## src/rtl/tiny_nn_stream_feeder.sv

```systemverilog
// tiny_nn_stream_feeder: packs host bytes into 16-bit words, buffers them in a
// small FIFO and releases each command packet (header + payload) to
// tiny_nn_top as a contiguous burst, driving 0x0000 between packets.
module tiny_nn_stream_feeder #(
   parameter int unsigned Depth = 16,
   parameter int unsigned LenW  = 12
) (
   input  logic        clk_i,
   input  logic        rst_ni,
   input  logic [7:0]  byte_i,
   input  logic        byte_valid_i,
   output logic        byte_ready_o,
   output logic [15:0] data_o,
   output logic        busy_o,
   output logic        underrun_o
);

   localparam int unsigned AW = $clog2(Depth);
   localparam int unsigned CW = AW + 1;

   typedef enum logic [1:0] {StIdle, StWait, StStream} state_e;

   logic [15:0]     mem_q [Depth];
   logic [AW-1:0]   wr_ptr_q, rd_ptr_q;
   logic [CW-1:0]   count_q;
   logic            phase_q;
   logic [7:0]      hi_q;
   state_e          state_q, state_d;
   logic [LenW-1:0] remain_q, remain_d;
   logic            first_q, first_d;
   logic [15:0]     data_q, data_d;
   logic            underrun_q, underrun_d;
   logic            byte_acc;
   logic            push;
   logic            pop;
   logic [15:0]     head;
   logic [31:0]     need;

   assign byte_ready_o = (count_q < CW'(Depth));
   assign byte_acc     = byte_valid_i & byte_ready_o;
   // The second byte of a word completes it and pushes in the same cycle.
   assign push         = byte_acc & phase_q;
   assign head         = mem_q[rd_ptr_q];

   // Words needed before a burst can start: the whole packet, capped at a full FIFO.
   assign need = ((32'(remain_q) + 32'd1) > 32'(Depth)) ? 32'(Depth) : (32'(remain_q) + 32'd1);

   // Byte phase and high-byte holding register.
   always_ff @(posedge clk_i or negedge rst_ni) begin
      if (!rst_ni) begin
         phase_q <= 1'b0;
         hi_q    <= 8'h00;
      end else if (byte_acc) begin
         phase_q <= ~phase_q;
         if (!phase_q) hi_q <= byte_i;
      end
   end

   // FIFO storage; contents are don't-care while count is zero.
   always_ff @(posedge clk_i) begin
      if (push) mem_q[wr_ptr_q] <= {hi_q, byte_i};
   end

   // FIFO pointers and occupancy.
   always_ff @(posedge clk_i or negedge rst_ni) begin
      if (!rst_ni) begin
         wr_ptr_q <= '0;
         rd_ptr_q <= '0;
         count_q  <= '0;
      end else begin
         if (push) wr_ptr_q <= wr_ptr_q + AW'(1);
         if (pop)  rd_ptr_q <= rd_ptr_q + AW'(1);
         case ({push, pop})
            2'b10:   count_q <= count_q + CW'(1);
            2'b01:   count_q <= count_q - CW'(1);
            default: count_q <= count_q;
         endcase
      end
   end

   // FSM and output registers.
   always_ff @(posedge clk_i or negedge rst_ni) begin
      if (!rst_ni) begin
         state_q    <= StIdle;
         remain_q   <= '0;
         first_q    <= 1'b0;
         data_q     <= 16'h0000;
         underrun_q <= 1'b0;
      end else begin
         state_q    <= state_d;
         remain_q   <= remain_d;
         first_q    <= first_d;
         data_q     <= data_d;
         underrun_q <= underrun_d;
      end
   end

   // Next-state: wait for the packet to be buffered, then burst it out.
   always_comb begin
      state_d    = state_q;
      remain_d   = remain_q;
      first_d    = first_q;
      data_d     = 16'h0000;
      underrun_d = underrun_q;
      pop        = 1'b0;
      unique case (state_q)
         StIdle: begin
            if (count_q != '0) begin
               remain_d = head[LenW-1:0];
               first_d  = 1'b1;
               state_d  = StWait;
            end
         end
         StWait: begin
            if (32'(count_q) >= need) state_d = StStream;
         end
         StStream: begin
            if (count_q != '0) begin
               pop    = 1'b1;
               data_d = head;
               if (first_q) begin
                  // Header word: no payload consumed yet.
                  first_d = 1'b0;
                  if (remain_q == '0) state_d = StIdle;
               end else begin
                  remain_d = remain_q - LenW'(1);
                  if (remain_q == LenW'(1)) state_d = StIdle;
               end
            end else begin
               // Host fell behind: emit a zero gap, hold remain, flag it.
               underrun_d = 1'b1;
            end
         end
         default: state_d = StIdle;
      endcase
   end

   assign data_o     = data_q;
   assign busy_o     = (state_q != StIdle);
   assign underrun_o = underrun_q;

endmodule

```

## config.mk

```make
export PLATFORM = sky130hd
export DESIGN_NAME = tiny_nn_stream_feeder
export DESIGN_NICKNAME = d
export VERILOG_FILES = /design/src/rtl/tiny_nn_stream_feeder.sv
export SDC_FILE = /design/constraint.sdc
export NUM_CORES = 1
export LEC_CHECK = 0
export CORE_UTILIZATION = 38
export CTS_BUF_LIST = sky130_fd_sc_hd__clkbuf_16
export CTS_CLUSTER_DIAMETER = 50
export DETAILED_ROUTE_END_ITERATION = 10
export DONT_BUFFER_PORTS = 1
export PLACE_DENSITY_LB_ADDON = 0.08
export REMOVE_ABC_BUFFERS = 1
export SYNTH_ARGS = -nofsm -noshare
export SYNTH_HDL_FRONTEND = slang
export SYNTH_SLANG_ARGS = --single-unit
export TNS_END_PERCENT = 30
```

## constraint.sdc

```tcl
create_clock -name clk_i -period 2.7 [get_ports clk_i]
set_input_delay 0.405 -clock clk_i [delete_from_list [all_inputs] [get_ports clk_i]]
set_output_delay 0.405 -clock clk_i [all_outputs]
set_load 0.02 [all_outputs]
```

==> results.txt <==
The fraction of layout instances using a drive strength above 1 came out at 28.08%. The detailed router placed 6,871 vias in this run. After clock tree synthesis, the clock-pin slew on the worst setup and hold paths is approximately 0.060 ns. In this run the worst hold path is classified as in -> reg. The gate count of the mapped netlist came out at 726. After synthesis, the netlist uses 58 different library cells.

The worst-path maximum fanout came out at 5. The number of nets at the end of the flow is 837. In the synthesized netlist the async set-or-reset flop fraction comes to between 10% and 20%.

For this run, the number of Yosys warnings is 0. The overall die height is 186.3 um. At the worst endpoint, the required time is a little over 3 ns.

After floorplanning, the core was sized to cover ~33,000 sq um. The initial core utilization is 38.60%. In this run the mean area of a mapped cell was 17.78 sq um.

The DRC violation count after routing came out at 0. The count of antenna-violating nets left after detailed routing came out at 0. CTS built an H-tree with a depth of 2. The growth of design area from synthesis to finish came out at 18.85%. The slew at the pin closest to its max-slew limit came out at 0.7516 ns. In the final layout, the multi-input gates occupy between 3000 and 4000 sq um.

The initial antenna violation count was 2. The via count of the first global-routing pass came out at roughly 7,300. The final instance area came out at 15,340 sq um.

The ratio of total power to cell area came out at 1100 nW/um^2. The final hold violation count is 0. The full die area is 34,720 sq um. The clock tree from TritonCTS is yes. The worst setup path is of the reg -> reg kind. The standard cell area after detailed placement is 13,900 sq um. The routed wire length came out at approximately 32 mm. The max-capacitance violation count is 0.

The run finished with clean final reports. STA classifies the critical path startpoint as a register. The most frequently used cell type in the post-synthesis netlist is sky130_fd_sc_hd__edfxtp_1. The clock latency at the later pin of the worst-skew pair is ~0.53 ns. The count of standard-cell rows came out at 67. The cell leakage power is 0.005354 uW. The highest ir drop seen on vdd is 0.0004645 V. The commonest cells after synthesis are sky130_fd_sc_hd__edfxtp_1 (256), sky130_fd_sc_hd__mux4_2 (61), sky130_fd_sc_hd__dfrtp_1 (54). Headroom to the max-slew limit came out at 49.89%. Across every metal layer, demand over resource in global routing totals 18.93%. CTS placed an instance of sky130_fd_sc_hd__clkbuf_16 at the clock tree root.

The fraction of synthesized cell area taken by the top area cell type is 59.54%. The minimum clock period came out at 2.571 ns. The length in cells of the worst reg-to-reg path came out at 13.

The footprint of the flip-flops and latches is 9045 sq um. The top flip-flop cell by instance count after synthesis is sky130_fd_sc_hd__edfxtp_1. Routability-driven placement finished with a final weighted congestion of 0.8336. Across the routed clock network, the largest skew measured is roughly 0.021 ns. The count of TritonRoute iterations in the first routing pass came out at 5. The remaining global-route overflow is 0. Setup repair after global routing could not meet its margin everywhere. The filler cells instantiated in the layout total approximately 2,900. The antenna diode count came out at 0. The final max-slew violation count is 0. In this run, synthesis inferred between 200 and 300 flip-flops with an integrated enable.

The count of buffers from port buffering is 0. By area the synthesized netlist is led by sky130_fd_sc_hd__edfxtp_1 (60%), sky130_fd_sc_hd__mux4_2 (11%), sky130_fd_sc_hd__dfrtp_1 (10%). Dividing the detail-routed wire length by the instance count gives 24.75 um. The longest clock path from root to sink contains 3 buffers. The total clock sinks is 310. The count of cells along the worst hold path is 1. The number of buffers created by CTS came out at 39.

The half-perimeter wire length after detailed placement came out at 20.05 mm. The sequential fraction of the synthesis area is 70.01%. Dividing the detail-routed via count by the number of cells gives 5.347. The leading area contributor after synthesis is sky130_fd_sc_hd__edfxtp_1.

The pin count of the biggest net entering global routing is 55. The summed instance area of the synthesized netlist is 12,910 sq um. The data arrival time of the worst path came out at 2.98 ns. The number of DRC markers after the initial detailed-route iteration is 568. Based on the critical path, the design can be clocked at up to 388.9 MHz.

The die outline width came out at 186.3 um. Dividing the final minimum period by the clock period gives a little over nine tenths. The flop and latch count out of synthesis is 310.

Once layout is complete, the utilization of the core stands at 45.88%. The number of ports placed on the die boundary is 30. The number of setup violations in the final report came out at 0. The wire length of the first global-routing pass came out at 48.20 mm.

The sort of element at the end of the critical path is a register.
state kept, by name (all words and copies together), names as in the netlist:
register and count:
rd_ptr_q 4, hi_q 8, wr_ptr_q 4, state_q 2, remain_q 12, phase_q 1
underrun_o 1, data_o 16, first_q 1, mem_q 256, count_q 5
worst paths after layout:
kind | from | slack, ns | end
setup / recovery | remain_q[0]$_DFFE_PN0P_ | 0.13 | state_q[1]$_DFFE_PN0P_
hold / removal | byte_i[3] | 0.02 | hi_q[3]$_DFFE_PN0P_
setup reg to reg | remain_q[0]$_DFFE_PN0P_ | 0.13 | state_q[1]$_DFFE_PN0P_
hold reg to reg | phase_q$_DFFE_PN0P_ | 0.49 | phase_q$_DFFE_PN0P_
max in group asynchronous | rst_ni | 1.96 | rd_ptr_q[0]$_DFFE_PN0P_
min in group asynchronous | rst_ni | 0.38 | data_o[4]$_DFF_PN0_
per-stage QoR:
step | TNS, ns | instances | hold slack [ns] | setup WS, ns | total power (uW)
detailed placement | -0.009895 | 1203 | 0.1120 | -0.009895 | 11990
global placement | 0 | 1203 | 0.1124 | 0.02190 | 11910
CTS | 0 | 1284 | 0.001305 | 0.02040 | 17060
floorplan | -29.20 | 687 | 0.1094 | -1.231 | 9983
finish | 0 | 1285 | 0.02488 | 0.1288 | 16880
global route | -0.02719 | 1285 | 0.004828 | -0.02719 | 17790
report_power, final:
group,leakage [uW],switching (uW),internal (uW),total (uW)
clock,0.000628,2030,2920,4950
sequential,0.00293,935,6040,6970
combinational,0.00180,2500,2460,4960
total,0.00535,5460,11400,16900
area by class of cell:
type	count	area share, %
Inverter	15	0.3832
Sequential cell	310	58.94
Tap cell	448	3.653
Clock inverter	31	1.614
Timing Repair Buffer	79	5.039
Multi-Input combinational cell	362	23.84
Clock buffer	40	6.523
per-layer routing:
layer	up-vias	routed length, um	GRT usage, %
met5	-	0	0
met4	0	782	5.626
met3	60	1459	3.141
met2	147	16250	32.75
met1	3607	13300	24.44
li1	3057	-	-
what timing repair did:
item | CTS | global route
setup endpoints to repair | 1 | 3
pin swaps | 0 | 3
buffers inserted | 0 | 1
hold buffers | 10 | 0
gates cloned | 0 | 0
gates resized for setup | 1 | 17
endpoints found under the hold margin | 182 | 0
placed cells by master (no fill, tap or decap), types with 5 or more instances in the layout:
cell type	count
sky130_fd_sc_hd__mux4_2	61
sky130_fd_sc_hd__inv_1	19
sky130_fd_sc_hd__and3_1	10
sky130_fd_sc_hd__a22oi_1	5
sky130_fd_sc_hd__buf_4	58
sky130_fd_sc_hd__mux2_2	17
sky130_fd_sc_hd__a21o_1	5
sky130_fd_sc_hd__a211oi_1	7
sky130_fd_sc_hd__nand4_1	6
sky130_fd_sc_hd__nor4_1	5
sky130_fd_sc_hd__buf_12	11
sky130_fd_sc_hd__nand2b_1	5
sky130_fd_sc_hd__dfrtp_1	51
sky130_fd_sc_hd__nor2_1	21
sky130_fd_sc_hd__xnor2_1	11
sky130_fd_sc_hd__nor3_1	15
sky130_fd_sc_hd__nand2_1	35
sky130_fd_sc_hd__ha_1	16
sky130_fd_sc_hd__clkbuf_16	40
sky130_fd_sc_hd__a21oi_1	15
sky130_fd_sc_hd__mux2i_1	18
sky130_fd_sc_hd__dlygate4sd3_1	9
sky130_fd_sc_hd__o21ai_0	13
sky130_fd_sc_hd__o211ai_1	5
sky130_fd_sc_hd__edfxtp_1	256
sky130_fd_sc_hd__mux4_1	7
sky130_fd_sc_hd__nand3_1	10
sky130_fd_sc_hd__clkinv_2	9
sky130_fd_sc_hd__and2_1	22
worst max-delay path, stage by stage, from the launching register on:
cell,delay [ns]
sky130_fd_sc_hd__dfrtp_1,0.38
sky130_fd_sc_hd__ha_2,0.20
sky130_fd_sc_hd__buf_4,0.15
sky130_fd_sc_hd__nand3_1,0.11
sky130_fd_sc_hd__nor2_1,0.06
sky130_fd_sc_hd__a211oi_2,0.21
sky130_fd_sc_hd__and4b_1,0.26
sky130_fd_sc_hd__and2_1,0.14
sky130_fd_sc_hd__ha_1,0.22
sky130_fd_sc_hd__nand2b_1,0.14
sky130_fd_sc_hd__a21o_1,0.18
sky130_fd_sc_hd__a21oi_2,0.14
sky130_fd_sc_hd__o21ai_1,0.10
sky130_fd_sc_hd__a21o_1,0.18
kinds of logic (layout without fill, tap and decap cells):
logic type	after synthesis	after routing	synth area share [%]
and+or+nand+nor	156	156	6.454
xor gates and xnor gates	15	15	1.017
AOI/OAI and AO/OA	69	69	3.508
DFF	310	310	70.01
adders and majority gates	19	19	1.899
muxes	103	103	14.94
buffers and inverters	54	165	2.171
(Power assumes the default switching activity.)
